<file path="config.mk">
export PLATFORM = sky130hd
export DESIGN_NAME = mem_port_arbiter_flat
export DESIGN_NICKNAME = d
export VERILOG_FILES = /design/src/rtl/mem_port_arbiter_if.sv /design/src/rtl/mem_port_arbiter.sv /design/src/flat_wrapper.sv
export SDC_FILE = /design/constraint.sdc
export NUM_CORES = 1
export LEC_CHECK = 0
export ABC_AREA = 1
export BUFFER_PORTS_ARGS = -buffer_cell sky130_fd_sc_hd__buf_2
export CORE_AREA = 2 2 104 106
export CTS_CLUSTER_SIZE = 12
export DETAILED_ROUTE_END_ITERATION = 12
export DIE_AREA = 0 0 106 108
export HOLD_SLACK_MARGIN = 0.12
export PLACE_DENSITY = 0.55
export RECOVER_POWER = 100
export SLEW_MARGIN = 15
export SYNTH_ARGS = -nofsm -noshare
export SYNTH_HDL_FRONTEND = slang
export SYNTH_SLANG_ARGS = --single-unit
export TNS_END_PERCENT = 50
</file>
<file path="constraint.sdc">
create_clock -name clk -period 2 [get_ports clk]
set_input_delay 0.2 -clock clk [delete_from_list [all_inputs] [get_ports clk]]
set_output_delay 0.2 -clock clk [all_outputs]
set_load 0.005 [all_outputs]
</file>
<file path="src/rtl/mem_port_arbiter_if.sv">
// Bundle of the fetch, load/store and unified memory-port handshakes around mem_port_arbiter.
// The slave modport is the arbiter's view; the master modport is the pipeline plus memory side.
interface mem_port_arbiter_if #(
    parameter int ADDR_W = 32,
    parameter int DATA_W = 32
);
    logic              if_req_valid;
    logic [ADDR_W-1:0] if_req_addr;
    logic              if_flush;
    logic              if_resp_valid;
    logic [DATA_W-1:0] if_resp_data;
    logic              if_stall;

    logic              mem_req_valid;
    logic              mem_req_write;
    logic [ADDR_W-1:0] mem_req_addr;
    logic [DATA_W-1:0] mem_req_wdata;
    logic              mem_resp_valid;
    logic [DATA_W-1:0] mem_resp_rdata;
    logic              mem_stall;

    logic              mport_req_valid;
    logic              mport_req_ready;
    logic              mport_req_write;
    logic [ADDR_W-1:0] mport_req_addr;
    logic [DATA_W-1:0] mport_req_wdata;
    logic              mport_resp_valid;
    logic [DATA_W-1:0] mport_resp_data;

    modport slave (
        input  if_req_valid, if_req_addr, if_flush,
        output if_resp_valid, if_resp_data, if_stall,
        input  mem_req_valid, mem_req_write, mem_req_addr, mem_req_wdata,
        output mem_resp_valid, mem_resp_rdata, mem_stall,
        output mport_req_valid, mport_req_write, mport_req_addr, mport_req_wdata,
        input  mport_req_ready, mport_resp_valid, mport_resp_data
    );

    modport master (
        output if_req_valid, if_req_addr, if_flush,
        input  if_resp_valid, if_resp_data, if_stall,
        output mem_req_valid, mem_req_write, mem_req_addr, mem_req_wdata,
        input  mem_resp_valid, mem_resp_rdata, mem_stall,
        input  mport_req_valid, mport_req_write, mport_req_addr, mport_req_wdata,
        output mport_req_ready, mport_resp_valid, mport_resp_data
    );
endinterface

</file>
<file path="src/rtl/mem_port_arbiter.sv">
// Shares one memory port between fetch and MEM stage, one transaction outstanding at a time.
// MEM has priority; fetch wins after STARVE_LIMIT consecutive MEM issues while it waits.
//
//   state    | meaning
//   IDLE     | arbitrate and drive the granted request to the port
//   WAIT_IF  | fetch outstanding, response forwarded in the cycle it arrives
//   WAIT_MEM | load/store outstanding, response forwarded in the cycle it arrives
//   DRAIN    | squashed fetch outstanding, response will be dropped
module mem_port_arbiter #(
    parameter int ADDR_W       = 32,
    parameter int DATA_W       = 32,
    parameter int STARVE_LIMIT = 4
) (
    input logic               clk,
    input logic               rst,
    mem_port_arbiter_if.slave bus
);
    localparam int CNT_W = $clog2(STARVE_LIMIT + 1);
    localparam logic [CNT_W-1:0] CNT_MAX = CNT_W'(STARVE_LIMIT);

    typedef enum logic [1:0] {
        IDLE     = 2'd0,
        WAIT_IF  = 2'd1,
        WAIT_MEM = 2'd2,
        DRAIN    = 2'd3
    } state_t;

    state_t            state_q, state_d;
    logic [CNT_W-1:0]  starve_cnt_q, starve_cnt_d;

    logic              grant_if;
    logic              grant_mem;
    logic              mport_req_valid_c;
    logic              mport_req_write_c;
    logic [ADDR_W-1:0] mport_req_addr_c;
    logic [DATA_W-1:0] mport_req_wdata_c;
    logic              if_resp_valid_c;
    logic [DATA_W-1:0] if_resp_data_c;
    logic              mem_resp_valid_c;
    logic [DATA_W-1:0] mem_resp_rdata_c;

    // A flushing fetch is never granted, so the squashed address cannot reach memory.
    assign grant_if  = bus.if_req_valid & ~bus.if_flush &
                       (~bus.mem_req_valid | (starve_cnt_q == CNT_MAX));
    assign grant_mem = ~grant_if & bus.mem_req_valid;

    always_comb begin
        state_d           = state_q;
        starve_cnt_d      = starve_cnt_q;
        mport_req_valid_c = 1'b0;
        mport_req_write_c = 1'b0;
        mport_req_addr_c  = '0;
        mport_req_wdata_c = '0;
        if_resp_valid_c   = 1'b0;
        if_resp_data_c    = '0;
        mem_resp_valid_c  = 1'b0;
        mem_resp_rdata_c  = '0;

        case (state_q)
            IDLE: begin
                if (!bus.if_req_valid) begin
                    starve_cnt_d = '0;
                end
                if (grant_if) begin
                    mport_req_valid_c = 1'b1;
                    mport_req_addr_c  = bus.if_req_addr;
                    if (bus.mport_req_ready) begin
                        state_d      = WAIT_IF;
                        starve_cnt_d = '0;
                    end
                end else if (grant_mem) begin
                    mport_req_valid_c = 1'b1;
                    mport_req_write_c = bus.mem_req_write;
                    mport_req_addr_c  = bus.mem_req_addr;
                    mport_req_wdata_c = bus.mem_req_wdata;
                    if (bus.mport_req_ready) begin
                        state_d = WAIT_MEM;
                        if (bus.if_req_valid && (starve_cnt_q != CNT_MAX)) begin
                            starve_cnt_d = starve_cnt_q + CNT_W'(1);
                        end
                    end
                end
            end
            WAIT_IF: begin
                if (bus.mport_resp_valid) begin
                    if_resp_valid_c = ~bus.if_flush;
                    if_resp_data_c  = bus.if_flush ? '0 : bus.mport_resp_data;
                    state_d         = IDLE;
                end else if (bus.if_flush) begin
                    state_d = DRAIN;
                end
            end
            WAIT_MEM: begin
                if (bus.mport_resp_valid) begin
                    mem_resp_valid_c = 1'b1;
                    mem_resp_rdata_c = bus.mport_resp_data;
                    state_d          = IDLE;
                end
            end
            DRAIN: begin
                if (bus.mport_resp_valid) begin
                    state_d = IDLE;
                end
            end
            default: state_d = IDLE;
        endcase
    end

    always_ff @(posedge clk or negedge rst) begin
        if (!rst) begin
            state_q      <= IDLE;
            starve_cnt_q <= '0;
        end else begin
            state_q      <= state_d;
            starve_cnt_q <= starve_cnt_d;
        end
    end

    assign bus.mport_req_valid = mport_req_valid_c;
    assign bus.mport_req_write = mport_req_write_c;
    assign bus.mport_req_addr  = mport_req_addr_c;
    assign bus.mport_req_wdata = mport_req_wdata_c;
    assign bus.if_resp_valid   = if_resp_valid_c;
    assign bus.if_resp_data    = if_resp_data_c;
    assign bus.mem_resp_valid  = mem_resp_valid_c;
    assign bus.mem_resp_rdata  = mem_resp_rdata_c;
    assign bus.if_stall        = bus.if_req_valid & ~if_resp_valid_c;
    assign bus.mem_stall       = bus.mem_req_valid & ~mem_resp_valid_c;
endmodule
</file>
<file path="src/flat_wrapper.sv">
// flat-port wrapper written by rule: the top's interface ports become plain ports
module mem_port_arbiter_flat 
#(
    parameter int ADDR_W       = 32,
    parameter int DATA_W       = 32,
    parameter int STARVE_LIMIT = 4
)
  (clk, rst, bus_if_req_valid, bus_if_req_addr, bus_if_flush, bus_if_resp_valid, bus_if_resp_data, bus_if_stall, bus_mem_req_valid, bus_mem_req_write, bus_mem_req_addr, bus_mem_req_wdata, bus_mem_resp_valid, bus_mem_resp_rdata, bus_mem_stall, bus_mport_req_valid, bus_mport_req_write, bus_mport_req_addr, bus_mport_req_wdata, bus_mport_req_ready, bus_mport_resp_valid, bus_mport_resp_data);
  mem_port_arbiter_if #(.ADDR_W(ADDR_W), .DATA_W(DATA_W)) bus_i ();
  input logic clk;
  input logic rst;
  input wire logic [$bits(bus_i.if_req_valid)-1:0] bus_if_req_valid;
  input wire logic [$bits(bus_i.if_req_addr)-1:0] bus_if_req_addr;
  input wire logic [$bits(bus_i.if_flush)-1:0] bus_if_flush;
  output wire logic [$bits(bus_i.if_resp_valid)-1:0] bus_if_resp_valid;
  output wire logic [$bits(bus_i.if_resp_data)-1:0] bus_if_resp_data;
  output wire logic [$bits(bus_i.if_stall)-1:0] bus_if_stall;
  input wire logic [$bits(bus_i.mem_req_valid)-1:0] bus_mem_req_valid;
  input wire logic [$bits(bus_i.mem_req_write)-1:0] bus_mem_req_write;
  input wire logic [$bits(bus_i.mem_req_addr)-1:0] bus_mem_req_addr;
  input wire logic [$bits(bus_i.mem_req_wdata)-1:0] bus_mem_req_wdata;
  output wire logic [$bits(bus_i.mem_resp_valid)-1:0] bus_mem_resp_valid;
  output wire logic [$bits(bus_i.mem_resp_rdata)-1:0] bus_mem_resp_rdata;
  output wire logic [$bits(bus_i.mem_stall)-1:0] bus_mem_stall;
  output wire logic [$bits(bus_i.mport_req_valid)-1:0] bus_mport_req_valid;
  output wire logic [$bits(bus_i.mport_req_write)-1:0] bus_mport_req_write;
  output wire logic [$bits(bus_i.mport_req_addr)-1:0] bus_mport_req_addr;
  output wire logic [$bits(bus_i.mport_req_wdata)-1:0] bus_mport_req_wdata;
  input wire logic [$bits(bus_i.mport_req_ready)-1:0] bus_mport_req_ready;
  input wire logic [$bits(bus_i.mport_resp_valid)-1:0] bus_mport_resp_valid;
  input wire logic [$bits(bus_i.mport_resp_data)-1:0] bus_mport_resp_data;
  assign bus_i.if_req_valid = bus_if_req_valid;
  assign bus_i.if_req_addr = bus_if_req_addr;
  assign bus_i.if_flush = bus_if_flush;
  assign bus_if_resp_valid = bus_i.if_resp_valid;
  assign bus_if_resp_data = bus_i.if_resp_data;
  assign bus_if_stall = bus_i.if_stall;
  assign bus_i.mem_req_valid = bus_mem_req_valid;
  assign bus_i.mem_req_write = bus_mem_req_write;
  assign bus_i.mem_req_addr = bus_mem_req_addr;
  assign bus_i.mem_req_wdata = bus_mem_req_wdata;
  assign bus_mem_resp_valid = bus_i.mem_resp_valid;
  assign bus_mem_resp_rdata = bus_i.mem_resp_rdata;
  assign bus_mem_stall = bus_i.mem_stall;
  assign bus_mport_req_valid = bus_i.mport_req_valid;
  assign bus_mport_req_write = bus_i.mport_req_write;
  assign bus_mport_req_addr = bus_i.mport_req_addr;
  assign bus_mport_req_wdata = bus_i.mport_req_wdata;
  assign bus_i.mport_req_ready = bus_mport_req_ready;
  assign bus_i.mport_resp_valid = bus_mport_resp_valid;
  assign bus_i.mport_resp_data = bus_mport_resp_data;
  mem_port_arbiter #(.ADDR_W(ADDR_W), .DATA_W(DATA_W), .STARVE_LIMIT(STARVE_LIMIT)) u_core (.clk(clk), .rst(rst), .bus(bus_i));
endmodule
</file>
==> qor.yml, run 1 <==
area_delta_synth_final_pct: 98.1
antenna_found_initial: 1
p_sw_frac: 0.491
htreeDepth: 1
final_core_util: 0.314
synth-seq-cells: 5
clock_sinks: 5
nNetsFinal: 753
reg2reg_depth: 10
cts-root-buf: "clkbuf_8"
port_buffers: 269
placedCellCount: 740
p_total_mw: 1.79
drt_iter0_markers: 91
maxSlewHeadroom: 0.654
grt_pass1_wl_mm: 10.9
hpwl_mm: 6.54
period_minus_slack_ns: 2.00
drt_wl_total_mm: 7.83
track_usage: 0.115
path_clk_slew_ns: 0.04
top_usage_layer: "met2"
timing.final.hold_violations: 0
synthTopCellsByArea: "nand2_1, nor2_1, inv_1"
yosysUniqueCellTypes: 22
use_met2: 0.226
cp_data_required_time_ns: 1.80
routabilityCongestion: 0.837
rsz0062_at_grt: "true"
route.vias.total: 2837
grt_pass1_vias: 2415
setup_viol: 1
power_density_nw_per_um2: 556
maxSlewViolCount: 0
pwr-share-clk: 0.105
clock_latency_ns: 0.22
worst_slew_pin_slew_ns: 0.518
finClkSkew_ns: 0.00117
postSynth.asyncResetShare: 1.00
worst_ep_arrival_time_ns: 1.80
cts_buffers: 3
crit_path_start_kind: "register"
n_antenna_cell: 0
die_h_um: 108
synth_enable_flop_cells: 0
hold_path.class: "in2reg"
wire_per_inst_um: 10.4
drv_cap: 0
die_x_um: 106
syn_avg_cell_area_um2: 4.69
outcome: "finished with violations"
ant_nets: 0
worstSetupEndpoint: "bus_mport_req_addr[21]"
yosysTopAreaCell: "nand2_1"
ys_seq_area_frac: 0.0770
yosysTopAreaCellShare: 0.273
tritoncts: "done"
rr_endpoint: "u_core.starve_cnt_q[2]"
setup.worst_path.class: "reg2out"
syn_nets: 484
peakVddDrop_uv: 320
syn_inst: 346
rrSetupSlack_ns: 0.52
grtUsageMet1: 0.130
setup_ws_ns: -0.00451
holdCritStartpoint: "bus_if_req_valid"
yosys_warnings: 0
drive_gt1_frac: 0.507
initial_core_util: 0.159
timing.rr.start: "u_core.starve_cnt_q[1]"
crit_path_start: "u_core.starve_cnt_q[1]"
synth_ff_type: "dfrtp_1"
final_cells: 750
dieArea_um2: 11400
fp-row-count: 37
critPathMaxFanout: 21
drcViolationCount: 0
violations: "negative setup slack"
synth_most_common_cell: "nand2_1"
critPathCaptureType: "output pin"
io_pins: 270
p_sw_mw: 0.878
max_freq_ghz: 0.499
seq_power_share: 0.097
grt_util_met3: 0.0259
power.internal_mw: 0.909
core_um2: 10200
p_comb_frac: 0.799
grt_overflow: 0
leakagePower_nw: 2.42
post-route-period-util: 1.00
synthTopCellsByCount: "nand2_1, nor2_1, inv_1, nor2_2, buf_6"
first_pass_iters: 4
cts_max_path_buffers: 2
viasPerCell: 3.78
grt_start_max_net_pins: 35
syn_area_um2: 1620
kinds of logic after synthesis:
group                    Yosys count  share of synthesized area
AND/OR/NAND/NOR                  230                      0.588
buffers and inverters             97                      0.277
flip-flops                         5                     0.0770
AO/OA/AOI/OAI                     12                     0.0431
adder cells (fa/ha/maj)            2                     0.0154
registers in the layout (all words and copies together) (netlist names):
register	flops
u_core.starve_cnt_q	3
u_core.state_q	2
routing by layer:
layer / share of wire / up-vias
li1: - / 1502
met1: 0.39 / 1155
met2: 0.51 / 174
met3: 0.099 / 4
met4: 0.0026 / 2
met5: 0.0024 / -
per-stage QoR:
step,setup TNS [ns],hold WS (ns),cell area [um^2],worst slack (ns)
2_1_floorplan,0,-0.0956,1620,0.463
3_3_place_gp,0,0.0192,3060,0.241
3_5_place_dp,0,0.0194,3060,0.221
4_1_cts,-0.0622,0.266,3110,-0.0201
5_1_grt,-3.60,0.306,3220,-0.0976
6_report,-0.00451,0.270,3220,-0.00451
cell usage in the layout, fill, tap and decap left out, types with 3 or more instances in the layout:
cell type	netlist	final
nand2_1	118	115
a21oi_1	3	3
nand2_2	1	4
buf_2	3	268
nor2_2	11	14
dfrtp_1	5	5
clkbuf_8	0	3
buf_12	0	3
nor2_1	92	88
inv_2	4	4
buf_4	3	4
inv_1	77	77
nor2_4	2	3
o21ai_0	5	5
how the worst min path moves through the flow:
stage,endpoint,slack [ns],depth (start not counted)
2_1_floorplan,u_core.starve_cnt_q[0],-0.1,0
3_3_place_gp,u_core.starve_cnt_q[1],0.02,1
3_5_place_dp,u_core.starve_cnt_q[1],0.02,1
4_1_cts,u_core.starve_cnt_q[2],0.27,3
5_1_grt,u_core.starve_cnt_q[2],0.31,3
6_report,u_core.starve_cnt_q[2],0.27,3
worst max-delay path: stages (launching register included):
cell and delay [ns]:
dfrtp_1 0.40, inv_1 0.08, ha_2 0.18, nand2_2 0.07
nand2_2 0.06, nand2_4 0.10, nand2_8 0.07, nor2_8 0.19
buf_12 0.19, nand2_1 0.08, nand2_1 0.06, buf_2 0.10
power by group through the flow:
stage	Clock, mW	Sequential (mW)	Combinational [mW]
floorplan	0	0.167	0.744
global placement	0	0.174	1.31
detailed placement	0	0.174	1.30
CTS	0.191	0.173	1.31
global route	0.198	0.174	1.59
finish	0.187	0.173	1.43
cell type report:
class | count | area (um^2)
inverter | 82 | 320
clock buffer | 4 | 45.0
tap | 136 | 170
multi-input combinational | 244 | 1080
sequential | 5 | 125
fill | 1155 | 7010
timing repair inverter | 1 | 16.3
timing repair buffer | 278 | 1460
repair_timing:
| action | in CTS | in global routing |
|---|---|---|
| resized for setup | 0 | 17 |
| pin swaps | 0 | 0 |
| cloned | 0 | 1 |
| endpoints found under the hold margin | 5 | 0 |
| setup buffers | 0 | 4 |
| hold buffers | 1 | 0 |
| setup endpoints to repair | 7 | 66 |
(Power assumes the default switching activity.)
==> run 2, diff against run 1 <==
--- a/config.mk
+++ b/config.mk
@@ -12,7 +12,7 @@
 export DETAILED_ROUTE_END_ITERATION = 12
 export DIE_AREA = 0 0 106 108
 export HOLD_SLACK_MARGIN = 0.12
-export PLACE_DENSITY = 0.55
+export PLACE_DENSITY = 0.61
 export RECOVER_POWER = 100
 export SLEW_MARGIN = 15
 export SYNTH_ARGS = -nofsm -noshare
==> run 2 against run 1 <==
Against the previous run:
- the flow now finishes without violations
- clock skew increased by 0.0010 ns
- sequential share of layout area decreased by 0.064 points
- non-clock buffer count increased by 8
- first-iteration DRC count increased by 75%
- worst hold slack improved by 0.014 ns
- critical path depth unchanged
==> qor.yml, run 2 (synthesis gave the netlist of run 1 again) <==
cts_buffers: 3  # unchanged
rsz0062_at_grt: "true"
largest_register: "u_core.starve_cnt_q"
worst_ep_arrival_time_ns: 1.74  # -0.06 ns
track_usage: 0.129  # +0.0140
timing.final.hold_violations: 0  # unchanged
first_pass_iters: 4  # unchanged
final_cell_mix: "buf_2, nand2_1, nor2_1"
p_total_mw: 1.83  # +2.6%
max_freq_ghz: 0.516  # +3.4%
port_buffers: 269  # unchanged
reg_top3: "u_core.starve_cnt_q: 3 flops, u_core.state_q: 2 flops"
critPathCaptureType: "output pin"
finClkSkew_ns: 0.00219  # +0.00103 ns
io_pins: 270  # unchanged
cts_max_path_buffers: 2  # unchanged
ant_nets: 0  # unchanged
nNetsFinal: 760  # +0.93%
power_density_nw_per_um2: 561  # +0.93%
worst_slew_pin_slew_ns: 0.514  # -0.00366 ns
viasPerCell: 3.76  # -0.51%
clock_sinks: 5  # unchanged
crit_path_start_kind: "register"
peakVddDrop_uv: 420  # +31%
drive_gt1_frac: 0.507  # +0.000732
antenna_found_initial: 0  # -1
clock_latency_ns: 0.22  # about the same
grt_start_max_net_pins: 35  # unchanged
maxSlewViolCount: 0  # unchanged
largest_reg_flops: 3  # unchanged
cts-root-buf: "clkbuf_8"
grt_overflow: 0  # unchanged
die_h_um: 108  # unchanged
drt_wl_total_mm: 8.54  # +9.0%
hpwl_mm: 6.98  # +6.8%
route.vias.total: 2849  # +0.42%
initial_core_util: 0.159  # unchanged
drt_iter0_markers: 159  # +75%
final_cells: 757  # +0.93%
routabilityCongestion: 0.821  # -2.0%
wire_per_inst_um: 11.3  # +8.0%
path_clk_slew_ns: 0.04  # about the same
core_um2: 10200  # unchanged
critPathMaxFanout: 14  # -33%
drv_cap: 0  # unchanged
cp_data_required_time_ns: 1.80  # about the same
final_core_util: 0.320  # +0.00526
setup.worst_path.class: "reg2out"
hold_path.class: "in2reg"
fin_hold_ws_ns: 0.285  # +0.0142 ns
fp-row-count: 37  # unchanged
maxSlewHeadroom: 0.657  # +0.00244
post-route-period-util: 0.969  # -0.0330
htreeDepth: 1  # unchanged
tritoncts: "done"
tns_ns: 0  # +0.00451 ns
setup_viol: 0  # -1
outcome: "finished clean"
grt_pass1_vias: 2496  # +3.4%
placedCellCount: 741  # +0.14%
area_delta_synth_final_pct: 101
final_common_cell: "buf_2"
n_antenna_cell: 0  # unchanged
leakagePower_nw: 2.47  # +1.9%
grt_pass1_wl_mm: 12.0  # +9.9%
period_minus_slack_ns: 1.94  # -0.0661 ns
drcViolationCount: 0  # unchanged
die_x_um: 106  # unchanged
dieArea_um2: 11400  # unchanged
-- run 2: power by group --
part | total [mW] | internal (mW) | switching (mW)
Sequential | 0.168 | 0.136 | 0.0328
Clock | 0.182 | 0.136 | 0.0453
Combinational | 1.48 | 0.669 | 0.815
-- run 2: path summary, 6_finish.rpt --
| check | startpoint | to | slack (ns) | cells after the start |
|---|---|---|---|---|
| setup / recovery | u_core.starve_cnt_q[0] | bus_mport_req_addr[6] | 0.06 | 11 |
| hold / removal | bus_if_req_valid | u_core.starve_cnt_q[2] | 0.28 | 3 |
| setup reg to reg | u_core.starve_cnt_q[0] | u_core.state_q[0] | 0.40 | 12 |
| hold reg to reg | u_core.state_q[1] | u_core.state_q[1] | 0.57 | 2 |
| max in group asynchronous | rst | u_core.starve_cnt_q[1] | 1.40 | 2 |
| min in group asynchronous | rst | u_core.state_q[1] | 0.37 | 2 |
-- run 2: final cells by class --
cell class	count	area, um^2
well taps	136	170
repair buffers	286	1550
inverters	82	320
fillers	1200	6960
flip-flops and latches	5	125
clock buffers	4	45.0
multi-input cells	244	1060
-- run 2: stage by stage --
step,cell area (um^2),worst slack (ns)
final,3270,0.0616
after global routing,3270,-0.0254
after CTS,3210,0.00657
after detailed placement,3060,0.177
after global placement,3060,0.207
after floorplan,1620,0.463
-- run 2: metal layers --
metal | up-vias | GRT usage | part of all wire
met4 | 0 | 0.0150 | 0.0032
met1 | 1168 | 0.158 | 0.42
met5 | - | 0 | 0
met3 | 2 | 0.0205 | 0.093
li1 | 1514 | - | -
met2 | 165 | 0.244 | 0.49
-- run 2: worst max-delay path, cell delays in order, from the launching register on --
cell,delay [ns]
dfrtp_1,0.38
inv_2,0.07
ha_2,0.19
nand2_2,0.07
nand2_2,0.08
nand2_4,0.07
nor2_4,0.15
buf_6,0.12
clkbuf_16,0.16
nand2_1,0.05
nand2_1,0.07
buf_2,0.11
-- run 2: what timing repair did --
| item | 4_1_cts | 5_1_grt |
|---|---|---|
| setup buffers | 4 | 6 |
| gates cloned | 1 | 1 |
| setup endpoints to repair | 23 | 66 |
| pin swaps | 2 | 2 |
| gates resized for setup | 5 | 7 |
| hold endpoints to repair | 5 | 0 |
| hold buffers | 1 | 0 |
==> run 3, diff against run 2 <==
--- a/config.mk
+++ b/config.mk
@@ -8,6 +8,7 @@
 export ABC_AREA = 1
 export BUFFER_PORTS_ARGS = -buffer_cell sky130_fd_sc_hd__buf_2
 export CORE_AREA = 2 2 104 106
+export CTS_BUF_LIST = sky130_fd_sc_hd__clkbuf_16
 export CTS_CLUSTER_SIZE = 12
 export DETAILED_ROUTE_END_ITERATION = 12
 export DIE_AREA = 0 0 106 108
==> run 3 against run 2 <==
Against the previous run:
- maximum frequency decreased by 1.1%
- core utilization increased by 1.0 points
- worst hold slack got worse by 0.011 ns
- global-route usage increased by 0.076 points
- clock power increased by 77%
- sequential share of layout area decreased by 0.12 points
- power increased by 14%
- first-iteration DRC count decreased by 5.7%
- clock skew decreased by 0.00079 ns
- cell area increased by 3.2%
- critical path depth increased by 1
==> qor.yml, run 3 (synthesis gave the netlist of run 1 again) <==
grt_overflow: 0  # unchanged
rsz0062_at_grt: "true"
rrSetupSlack_ns: 0.39  # about the same
ant_nets: 0  # unchanged
drv_cap: 0  # unchanged
core_um2: 10200  # unchanged
io_pins: 270  # unchanged
fill_cells: 1200  # unchanged
final_cell_mix: "buf_2, nand2_1, nor2_1"
wire_per_inst_um: 11.5  # +1.8%
power_density_nw_per_um2: 618  # +10%
peakVddDrop_uv: 416  # -0.92%
dp_slack_ns: 0.177  # unchanged
route.vias.total: 2867  # +0.63%
hold_path.class: "in2reg"
worst_ep_arrival_time_ns: 1.76  # +0.02 ns
crit_path_start_kind: "register"
max_freq_ghz: 0.510  # -1.1%
setup_viol: 0  # unchanged
critPathMaxFanout: 7  # -7
final_common_cell: "buf_2"
maxSlewHeadroom: 0.655  # -0.00128
cts-root-buf: "clkbuf_16"
die_h_um: 108  # unchanged
cts_buffers: 3  # unchanged
largest_register: "u_core.starve_cnt_q"
grt_pass1_wl_mm: 12.0  # +0.12%
grt_pass1_vias: 2498  # +0.080%
hpwl_mm: 6.98  # unchanged
setup_ws_ns: 0.0393  # -0.0223 ns
nNetsFinal: 763  # +0.39%
setup.worst_path.class: "reg2out"
htreeDepth: 1  # unchanged
first_pass_iters: 5  # +1
initial_core_util: 0.159  # unchanged
routabilityCongestion: 0.821  # unchanged
grt_start_max_net_pins: 35  # unchanged
port_buffers: 269  # unchanged
worst_slew_pin_slew_ns: 0.516  # +0.00192 ns
antenna_found_initial: 0  # unchanged
path_clk_slew_ns: 0.03  # about the same
p_total_mw: 2.09  # +14%
track_usage: 0.129  # +0.000762
post-route-period-util: 0.980  # +0.0112
cts_max_path_buffers: 2  # unchanged
design_area_um2: 3380  # +3.2%
outcome: "finished clean"
timing.final.hold_violations: 0  # unchanged
drt_wl_total_mm: 8.72  # +2.2%
drcViolationCount: 0  # unchanged
dieArea_um2: 11400  # unchanged
drt_iter0_markers: 150  # -5.7%
fp-row-count: 37  # unchanged
clock_latency_ns: 0.23  # about the same
cp_data_required_time_ns: 1.80  # about the same
tritoncts: "done"
largest_reg_flops: 3  # unchanged
maxSlewViolCount: 0  # unchanged
clock_sinks: 5  # unchanged
die_x_um: 106  # unchanged
leakagePower_nw: 2.52  # +2.0%
finClkSkew_ns: 0.00140  # -0.000791 ns
viasPerCell: 3.77  # +0.23%
n_antenna_cell: 0  # unchanged
drive_gt1_frac: 0.519  # +0.0120
critPathCaptureType: "output pin"
period_minus_slack_ns: 1.96  # +0.0223 ns
placedCellCount: 741  # unchanged
final_cells: 760  # +0.40%
reg_top3: "u_core.starve_cnt_q: 3 flops, u_core.state_q: 2 flops"
dpl_cell_area_um2: 3060  # unchanged
area_delta_synth_final_pct: 108
==> run 3: per-layer routing <==
layer | global-route usage | up-vias | part of all wire
met5 | 0 | - | 0
met4 | 0.0179 | 0 | 0.0069
met3 | 0.0223 | 9 | 0.095
met2 | 0.244 | 171 | 0.49
met1 | 0.158 | 1167 | 0.41
li1 | - | 1520 | -
==> run 3: repair_timing <==
action | 4_1_cts | 5_1_grt
hold buffers | 1 | 0
gates cloned | 1 | 2
buffers inserted | 4 | 7
gates resized for setup | 5 | 12
setup endpoints to repair | 45 | 66
endpoints found under the hold margin | 5 | 0
pin swaps | 2 | 5
==> run 3: path summary, 6_finish.rpt <==
path,startpoint,cells past startpoint,to
setup / recovery,u_core.starve_cnt_q[0],12,bus_mport_req_addr[10]
hold / removal,bus_if_req_valid,3,u_core.starve_cnt_q[2]
setup reg to reg,u_core.starve_cnt_q[0],12,u_core.state_q[0]
hold reg to reg,u_core.state_q[1],2,u_core.state_q[1]
max in group asynchronous,rst,2,u_core.starve_cnt_q[1]
min in group asynchronous,rst,2,u_core.state_q[1]
==> run 3: worst max-delay path: stages, from the launching register on <==
cell	delay [ns]
dfrtp_1	0.35
inv_2	0.05
ha_2	0.19
nand2_2	0.08
nand2_2	0.06
nand2_4	0.09
nand2_4	0.07
nor2_8	0.14
buf_12	0.14
clkbuf_16	0.15
nand2_2	0.04
nand2_1	0.06
buf_2	0.11
==> run 3: stage by stage <==
| stage | setup TNS, ns | hold slack [ns] | util |
|---|---|---|---|
| after detailed placement | 0 | 0.0254 | 0.299 |
| after global placement | 0 | 0.0255 | 0.299 |
| after CTS | -0.00220 | 0.271 | 0.317 |
| after floorplan | 0 | -0.0956 | - |
| final | 0 | 0.273 | 0.330 |
| after global routing | -0.714 | 0.284 | 0.330 |
==> run 3: layout make-up <==
type / instances / area [um^2] / area share
clock buffer: 3 / 75.1 / 0.0222
sequential: 5 / 125 / 0.0371
timing repair buffer: 289 / 1610 / 0.476
inverter: 82 / 320 / 0.0949
clock inverter: 1 / 3.75 / 0.00111
multi-input combinational: 244 / 1070 / 0.318
tap: 136 / 170 / 0.0504
==> run 3: power breakdown <==
group          internal, mW  switching [mW]  total [mW]
Combinational         0.745           0.851        1.60
Clock                 0.259          0.0631       0.322
Sequential            0.136          0.0328       0.168
